===== src/rtl/usb_pkg.sv =====
// Shared constants, state encoding and CRC helper
// for the USB low-level packet transmitter.
package usb_pkg;

  localparam logic [7:0] SYNC_BYTE = 8'h80;
  localparam logic [7:0] PID_DATA0 = 8'hC3;
  localparam logic [7:0] PID_ACK = 8'hD2;
  localparam logic [7:0] PID_NAK = 8'h5A;

  localparam logic [15:0] CRC_POLY = 16'h8005;
  localparam logic [15:0] CRC_INIT = 16'hFFFF;

  localparam logic [6:0] MAX_PAYLOAD = 7'd64;

  typedef enum logic [1:0] {
    REQ_NONE,
    REQ_DATA0,
    REQ_ACK,
    REQ_NAK
  } tx_req_t;

  typedef enum logic [3:0] {
    IDLE,
    SYNC,
    PID,
    LOAD_DATA,
    DATA,
    CRC_LO,
    CRC_HI,
    EOP_SE0,
    EOP_J
  } tx_state_t;

  function automatic logic [7:0] pid_byte(
    input tx_req_t req
  );
    case (req)
      REQ_DATA0: return PID_DATA0;
      REQ_ACK:   return PID_ACK;
      REQ_NAK:   return PID_NAK;
      default:   return 8'h00;
    endcase
  endfunction

  // LSB-first bits shift right, so the
  // polynomial is applied bit-reversed.
  function automatic logic [15:0] crc16_step(
    input logic [15:0] crc,
    input logic        b
  );
    logic [15:0] rpoly;
    for (int i = 0; i < 16; i++)
      rpoly[i] = CRC_POLY[15-i];
    if (crc[0] ^ b)
      return (crc >> 1) ^ rpoly;
    return crc >> 1;
  endfunction

endpackage


===== src/rtl/usb_tx_encoder.sv =====
// Bit-period timer, NRZI line register and
// bit stuffing for the USB transmitter.
module usb_tx_encoder #(
  parameter int CLKS_PER_BIT = 8
) (
  input  logic clk,
  input  logic n_rst,
  input  logic run,
  input  logic start,
  input  logic din,
  input  logic se0,
  input  logic force_j,
  output logic adv,
  output logic dplus,
  output logic dminus
);

  localparam int TW =
    (CLKS_PER_BIT > 1) ? $clog2(CLKS_PER_BIT) : 1;
  localparam logic [TW-1:0] LAST =
    TW'(CLKS_PER_BIT - 1);

  logic [TW-1:0] timer;
  logic [2:0] ones;
  logic apply;
  logic stuff;

  // apply: a new bit period begins this edge
  assign apply = start || (run && timer == LAST);
  assign stuff = (ones == 3'd6);
  assign adv = apply && !stuff;

  always_ff @(posedge clk or negedge n_rst) begin
    if (!n_rst) begin
      timer  <= '0;
      ones   <= '0;
      dplus  <= 1'b1;
      dminus <= 1'b0;
    end else if (!run && !start) begin
      timer  <= '0;
      ones   <= '0;
      dplus  <= 1'b1;
      dminus <= 1'b0;
    end else begin
      timer <= apply ? '0 : timer + TW'(1);
      if (apply) begin
        if (stuff) begin
          dplus  <= ~dplus;
          dminus <= dplus;
          ones   <= '0;
        end else if (se0) begin
          dplus  <= 1'b0;
          dminus <= 1'b0;
          ones   <= '0;
        end else if (force_j) begin
          dplus  <= 1'b1;
          dminus <= 1'b0;
          ones   <= '0;
        end else if (din) begin
          ones <= ones + 3'd1;
        end else begin
          dplus  <= ~dplus;
          dminus <= dplus;
          ones   <= '0;
        end
      end
    end
  end

endmodule


===== src/rtl/usb_tx_packet.sv =====
// USB packet transmitter: SYNC, PID, payload,
// CRC16 and EOP sequencing over the encoder.
module usb_tx_packet #(
  parameter int CLKS_PER_BIT = 8
) (
  input  logic       clk,
  input  logic       n_rst,
  input  logic [1:0] tx_packet,
  input  logic [7:0] tx_data,
  input  logic [6:0] buffer_occupancy,
  output logic       get_tx_packet_data,
  output logic       tx_transfer_active,
  output logic       tx_error,
  output logic       dplus_out,
  output logic       dminus_out
);

  import usb_pkg::*;

  tx_state_t state;
  tx_req_t req;
  logic [7:0] shreg;
  logic [7:0] pid;
  logic [2:0] bitcnt;
  logic [6:0] bytecnt;
  logic [15:0] crc;

  logic start;
  logic run;
  logic adv;
  logic din;
  logic se0;
  logic force_j;

  assign start = (state == IDLE) && (tx_packet != 2'd0);
  assign run = (state != IDLE);
  assign se0 = (state == EOP_SE0);
  assign force_j = (state == EOP_J);
  // shreg always holds the next bit to go out
  assign din = (state == IDLE) ? SYNC_BYTE[0] : shreg[0];

  usb_tx_encoder #(
    .CLKS_PER_BIT(CLKS_PER_BIT)
  ) u_enc (
    .clk     (clk),
    .n_rst   (n_rst),
    .run     (run),
    .start   (start),
    .din     (din),
    .se0     (se0),
    .force_j (force_j),
    .adv     (adv),
    .dplus   (dplus_out),
    .dminus  (dminus_out)
  );

  always_ff @(posedge clk or negedge n_rst) begin
    if (!n_rst) begin
      state              <= IDLE;
      req                <= REQ_NONE;
      shreg              <= SYNC_BYTE;
      pid                <= 8'h00;
      bitcnt             <= '0;
      bytecnt            <= '0;
      crc                <= CRC_INIT;
      get_tx_packet_data <= 1'b0;
      tx_transfer_active <= 1'b0;
      tx_error           <= 1'b0;
    end else begin
      get_tx_packet_data <= 1'b0;
      tx_error <= run && (tx_packet != 2'd0);
      unique case (state)
        IDLE: begin
          if (start) begin
            state   <= SYNC;
            req     <= tx_req_t'(tx_packet);
            pid     <= pid_byte(tx_req_t'(tx_packet));
            shreg   <= SYNC_BYTE >> 1;
            bitcnt  <= 3'd1;
            bytecnt <= '0;
            crc     <= CRC_INIT;
            tx_transfer_active <= 1'b1;
          end
        end
        SYNC, PID, DATA, CRC_LO, CRC_HI: begin
          if (adv) begin
            if (state == DATA)
              crc <= crc16_step(crc, shreg[0]);
            shreg  <= shreg >> 1;
            bitcnt <= bitcnt + 3'd1;
            if (bitcnt == 3'd7) begin
              unique case (state)
                SYNC: begin
                  state <= PID;
                  shreg <= pid;
                end
                PID:
                  state <= (req == REQ_DATA0) ?
                    LOAD_DATA : EOP_SE0;
                DATA:
                  state <= LOAD_DATA;
                CRC_LO: begin
                  state <= CRC_HI;
                  shreg <= ~crc[15:8];
                end
                default:
                  state <= EOP_SE0;
              endcase
            end
          end
        end
        LOAD_DATA: begin
          // one clock, well inside the last bit period
          if (bytecnt != MAX_PAYLOAD &&
              buffer_occupancy != 7'd0) begin
            get_tx_packet_data <= 1'b1;
            shreg   <= tx_data;
            bytecnt <= bytecnt + 7'd1;
            state   <= DATA;
          end else begin
            shreg <= ~crc[7:0];
            state <= CRC_LO;
          end
        end
        EOP_SE0: begin
          if (adv) begin
            bitcnt <= bitcnt + 3'd1;
            if (bitcnt[0]) begin
              bitcnt <= '0;
              state  <= EOP_J;
            end
          end
        end
        EOP_J: begin
          // first adv puts J on the line, second ends it
          if (adv) begin
            bitcnt <= 3'd1;
            if (bitcnt[0]) begin
              bitcnt <= '0;
              shreg  <= SYNC_BYTE;
              state  <= IDLE;
              tx_transfer_active <= 1'b0;
            end
          end
        end
        default: state <= IDLE;
      endcase
    end
  end

endmodule


===== config.mk =====
export PLATFORM = sky130hd
export DESIGN_NAME = usb_tx_packet
export DESIGN_NICKNAME = d
export VERILOG_FILES = /design/src/rtl/usb_pkg.sv /design/src/rtl/usb_tx_encoder.sv /design/src/rtl/usb_tx_packet.sv
export SDC_FILE = /design/constraint.sdc
export NUM_CORES = 1
export LEC_CHECK = 0
export ABC_AREA = 1
export CORE_MARGIN = 3
export CORE_UTILIZATION = 59
export DETAILED_ROUTE_END_ITERATION = 8
export PLACE_DENSITY = 0.89
export SLEW_MARGIN = 20
export SYNTH_ARGS = -nofsm -noshare
export SYNTH_HDL_FRONTEND = slang
export SYNTH_SLANG_ARGS = --single-unit

===== constraint.sdc =====
create_clock -name clk -period 2.05 [get_ports clk]
set_input_delay 0.3075 -clock clk [delete_from_list [all_inputs] [get_ports clk]]
set_output_delay 0.3075 -clock clk [all_outputs]
set_load 0.05 [all_outputs]

# Word level (Yosys, flattened, before mapping)
# Index checks and enable logic that the tools add are counted.
[op_classes] bitwise=5 mux=67 n_eq_ne=26 reduce_logical=29 addsub=4
[op_table] operator="$mux 16" count=5
[op_table] operator="$mux 8" count=6
[op_table] operator="$mux 3" count=14
[op_table] operator="$pmux 16 s2" count=1
[op_table] operator="$pmux 8 s4" count=1
[op_table] operator="$mux 4" count=7
[op_table] operator="$mux 1" count=24
[op_table] operator="$pmux 3 s4" count=2
[op_table] operator="$pmux 8 s3" count=1
[op_table] operator="$pmux 4 s5" count=1
[op_table] operator="$eq 4x3->1 const B" count=4
[op_table] operator="$ne 2x2->1 const B" count=8
[op_table] operator="$not 8->8" count=2
[op_table] operator="$pmux 8 s2" count=1
[op_table] operator="$mux 7" count=2
[op_table] operator="$pmux 7 s2" count=1
[op_table] operator="$reduce_bool 4->1" count=3
[op_table] operator="$reduce_and 5->1" count=2
[op_table] operator="$reduce_bool 2->1" count=5
[op_table] operator="$add 3x1->3 const B" count=3
[op_table] operator="$eq 3x3->1 const B" count=3
[op_table] operator="$eq 4x2->1 const B" count=2
[op_table] operator="$reduce_and 4->1" count=2
[op_table] operator="$add 7x1->7 const B" count=1
[op_table] operator="other kinds (20)" count=30
[word_totals] input_bits=19 reg_bits=59 output_inout_bits=5 wordCells=145

# Logic depth before layout (Yosys ltp)
[logic_depth] depth_word=10 mapped_depth=11 depth_no_buf=11

# Hierarchy
# From an unflattened synthesis, not the netlist that was laid out.
[hier_totals] hier_cells=463 hier_area_um2=3360.7
[by_module_without_submodules] mod="usb_tx_packet" seq_area_each_um2=1222.4 instances=1 cells_each=396 area_per_inst_um2=2854.0
[by_module_without_submodules] mod="usb_tx_encoder" seq_area_each_um2=201.4 instances=1 cells_each=67 area_per_inst_um2=506.7

# Worst setup path after synthesis
# OpenSTA, ideal clock, no wires.
[synth_path] path_kind="flip-flop to flip-flop" startpoint="reg bytecnt[0]" endpoint="reg shreg[5]" arrival_ns=1.498 slack_ns=0.429 stages_incl_launch_ff=12 required_ns=1.927 n_path_buf=1 period_less_slack_ns=1.621 setup_ns=0.123 path_cell_list="dfrtp_1 inv_1 ha_1 nand2_1 nand3b_2 nand2_1 buf_2 nor2_1 nand2_1 nand3_1 nand2_1 nand2_1"
[synth_between] elab_chain_cells=4
[synth_lines] element="start: declaration" line="usb_tx_packet.sv:25" rtl="logic [6:0] bytecnt;"
[synth_lines] element="start signal: assignment" line="usb_tx_packet.sv:118" rtl="bytecnt <= bytecnt + 7'd1;"
[synth_lines] element="$ne 7x7->1" line="usb_tx_packet.sv:114" rtl="if (bytecnt != MAX_PAYLOAD &&"
[synth_lines] element="$logic_and 1x1->1" line="usb_tx_packet.sv:114"
[synth_lines] element="$mux 8" line="usb_tx_packet.sv:114"
[synth_lines] element="$pmux 8 s4" line="usb_tx_packet.sv:72" rtl="unique case (state)"
[synth_lines] element="end signal: assignment" line="usb_tx_packet.sv:78" rtl="shreg <= SYNC_BYTE >> 1;"
[synth_lines] element="end signal: assignment" line="usb_tx_packet.sv:117" rtl="shreg <= tx_data;"
[synth_lines] element="end signal: assignment" line="usb_tx_packet.sv:121" rtl="shreg <= ~crc[7:0];"
[synth_lines] element="end: declaration" line="usb_tx_packet.sv:22" rtl="logic [7:0] shreg;"
# No other way between the ends.
# A chain may end at the register's enable or synchronous reset.

# Worst setup path in the final report
[layout_path] startpoint="reg u_enc.dplus" endpoint="out dplus_out"
[layout_lines] element="start: declaration" line="usb_tx_encoder.sv:14" rtl="output logic dplus,"
[layout_lines] element="start signal: assignment" line="usb_tx_encoder.sv:48" rtl="dplus <= ~dplus;"
[layout_lines] element="start signal: assignment" line="usb_tx_encoder.sv:62" rtl="dplus <= ~dplus;"
[layout_lines] element="end: declaration" line="usb_tx_packet.sv:14" rtl="output logic dplus_out,"
# No word-level cell between the ends.

==> results.cfg <==
[sta]
hold_viol_final = 0
final-max-slew-violation-count = 0
worst_slew_pin_slew_ns = 0.537
setup_ws_ns = 0.0638
setup_viol = 0
fin_skew_ns = 0.00920
finalCritPeriodShare_pct = 96.9
fmax_mhz = 503
hold_ws_ns = 0.441
min_period_ns = 1.99
rsz0062_at_grt = false
slew_headroom_pct = 64.2

[floorplanning]
die_x_um = 82.4
initial_utilization_pct = 61.8
rows = 27
dieArea_sq_um = 6790
coreArea_sq_um = 5570
io_pins = 24
chipHeight_um = 82.4

[placement]
post-dp-hpwl_um = 5910
io_buffers = 23
globalplace.congestion = 0.948
pre_cts_ws_ns = -0.103
placed_area_sq_um = 3840

[drt]
vias = 3122
drt_iter0_markers = 189
wire_per_inst_um = 13.3
antenna_left = 0
drc = 0
dr.pass1.iters = 4
wl_um = 7720
vias_per_cell = 5.39

[global_routing]
antenna_found_initial = 0
grt_first_pass_wirelength_um = 13000
gr-total-overflow = 0
grt_max_degree = 28
grt_pass1_vias = 2957
grt_use_total_pct = 24.7

[final_layout]
antenna_cells = 0
syn2layout_area_growth_pct = 15.5
final_common_cell = nand2_1
design_area_sq_um = 3980
layout_common_cells = nand2_1 (194), nand3_1 (51), inv_1 (44), dfrtp_1 (38), o21ai_0 (24)
seq_area_sq_um = 1420
drive_above_1_share_pct = 14.0
filler_cell_count = 425
multi_input_comb_area_sq_um = 1780
post-route-util_pct = 71.4
nets = 539

[cts]
htreeDepth = 2
cts_num_sinks = 56
cts_made_buffers = 5
clk_pin_slew_ns = 0.09
cts-root-buf = clkbuf_8
cts_setup_buffers = 0
cts_tree = built
clkLatencyLatePin_ns = 0.31
cts_buffer_depth = 2

[worst_setup_path]
crit_fanout = 4
critPathBufInv = 1
crit_cells = 1
worstPathArrival_ns = 1.68
crit_type = reg2out
cp-end-kind = output port
max_stage_delay_ns = 0.80
reg2regPathDepth = 9
r2r-end = crc[1]
rr_startpoint = state[1]
crit_end = dplus_out
reg2reg_slack_ns = 0.18
path_cells = clkdlybuf4s50_1
startpoint = u_enc.dplus
slowest_stage = clkdlybuf4s50_1
required_ns = 1.74
startpoint_type = flop
path_delay_family = buffers and inverters

[synthesis]
synth_warnings = 0
syn_area_sq_um = 3440
syn_nets = 502
ys_types = 33
synth-seq-area-share_pct = 41.3
syn_inst = 469
ys_ff_latch = 56
syn_area_per_cell_sq_um = 7.34

[power]
leakagePower_nw = 2.08
finalPower_mw = 6.46
peakVddDrop_uv = 842
power_density_nw_per_um2 = 1620

[min_path]
hold_class = reg2reg
holdCritStartpoint = u_enc.timer[0]

[run]
maxCapViolations = 0

[outcome]
outcome = finished clean
==> sequential cells by signal (all words and copies together) (netlist names), 2 cells and up <==
signal / count
crc: 16
u_enc.ones: 3
shreg: 8
bitcnt: 3
state: 4
bytecnt: 7
req: 2
u_enc.timer: 3
pid: 5
==> stage by stage <==
step / std cells / TNS (ns)
3_5_place_dp: 570 / -2.08
3_3_place_gp: 570 / -0.290
6_report: 579 / 0
2_1_floorplan: 469 / 0
4_1_cts: 579 / 0
5_1_grt: 579 / 0
==> power breakdown <==
group / internal [mW] / total, mW / leakage [nW] / switching [mW]
registers: 1.71 / 2.06 / 0.684 / 0.346
logic: 1.26 / 3.62 / 1.33 / 2.36
clock network: 0.431 / 0.781 / 0.0645 / 0.349
total: 3.40 / 6.46 / 2.08 / 3.06
==> kinds of logic (layout without fill, tap and decap cells) <==
kind of cell | Yosys count | in the layout | share of synthesized area (%)
multiplexers | 3 | 3 | 0.981
AND/OR/NAND/NOR | 300 | 300 | 38.6
adder cells (fa/ha/maj) | 14 | 14 | 5.09
buffers and inverters | 55 | 93 | 6.94
flip-flops | 56 | 56 | 41.3
AO/OA/AOI/OAI | 35 | 35 | 5.56
XOR/XNOR | 6 | 6 | 1.53
==> cell usage after synthesis, drive strengths merged <==
library cell  instances  share of area, %
nand4                 5              0.91
a21oi                 5              0.94
nand3                53               8.2
xnor2                 3              0.76
ha                   14               5.1
o22ai                 1              0.18
buf                  10               2.0
inv                  44               4.8
dfstp                18                14
dfrtp                38                28
nor3                  2              0.29
a31oi                 1              0.18
nand3b                6               1.4
nor2                 30               4.6
mux2                  3              0.98
clkbuf                1              0.11
xor2                  3              0.76
o31ai                 1              0.22
or2                   4              0.73
nand2               200                22
o21ai                27               4.0
==> cell type report <==
type,instances,share of cell area (%)
Tap cell,72,2.26
Timing Repair Buffer,41,9.75
Sequential cell,56,35.8
Clock buffer,7,2.42
Clock inverter,1,0.755
Multi-Input combinational cell,358,44.9
Inverter,44,4.15
==> metal layers <==
metal,wire [um],global-route usage (%)
met3,316,4.77
met1,3320,29.9
met4,114,7.48
met5,0,0
met2,3970,44.0
==> what timing repair did <==
item | CTS | global route
hold buffers | 1 | 0
setup endpoints to repair | 0 | 11
hold endpoints to repair | 20 | 0
gates resized for setup | 0 | 1
==> worst min-delay path by stage <==
stage / depth (start not counted) / to
final: 1 / u_enc.timer[0]
after global placement: 1 / u_enc.ones[0]
after floorplan: 0 / bitcnt[0]
after CTS: 1 / u_enc.timer[0]
after global routing: 2 / crc[12]
after detailed placement: 1 / u_enc.ones[0]
(Power assumes the default switching activity.)
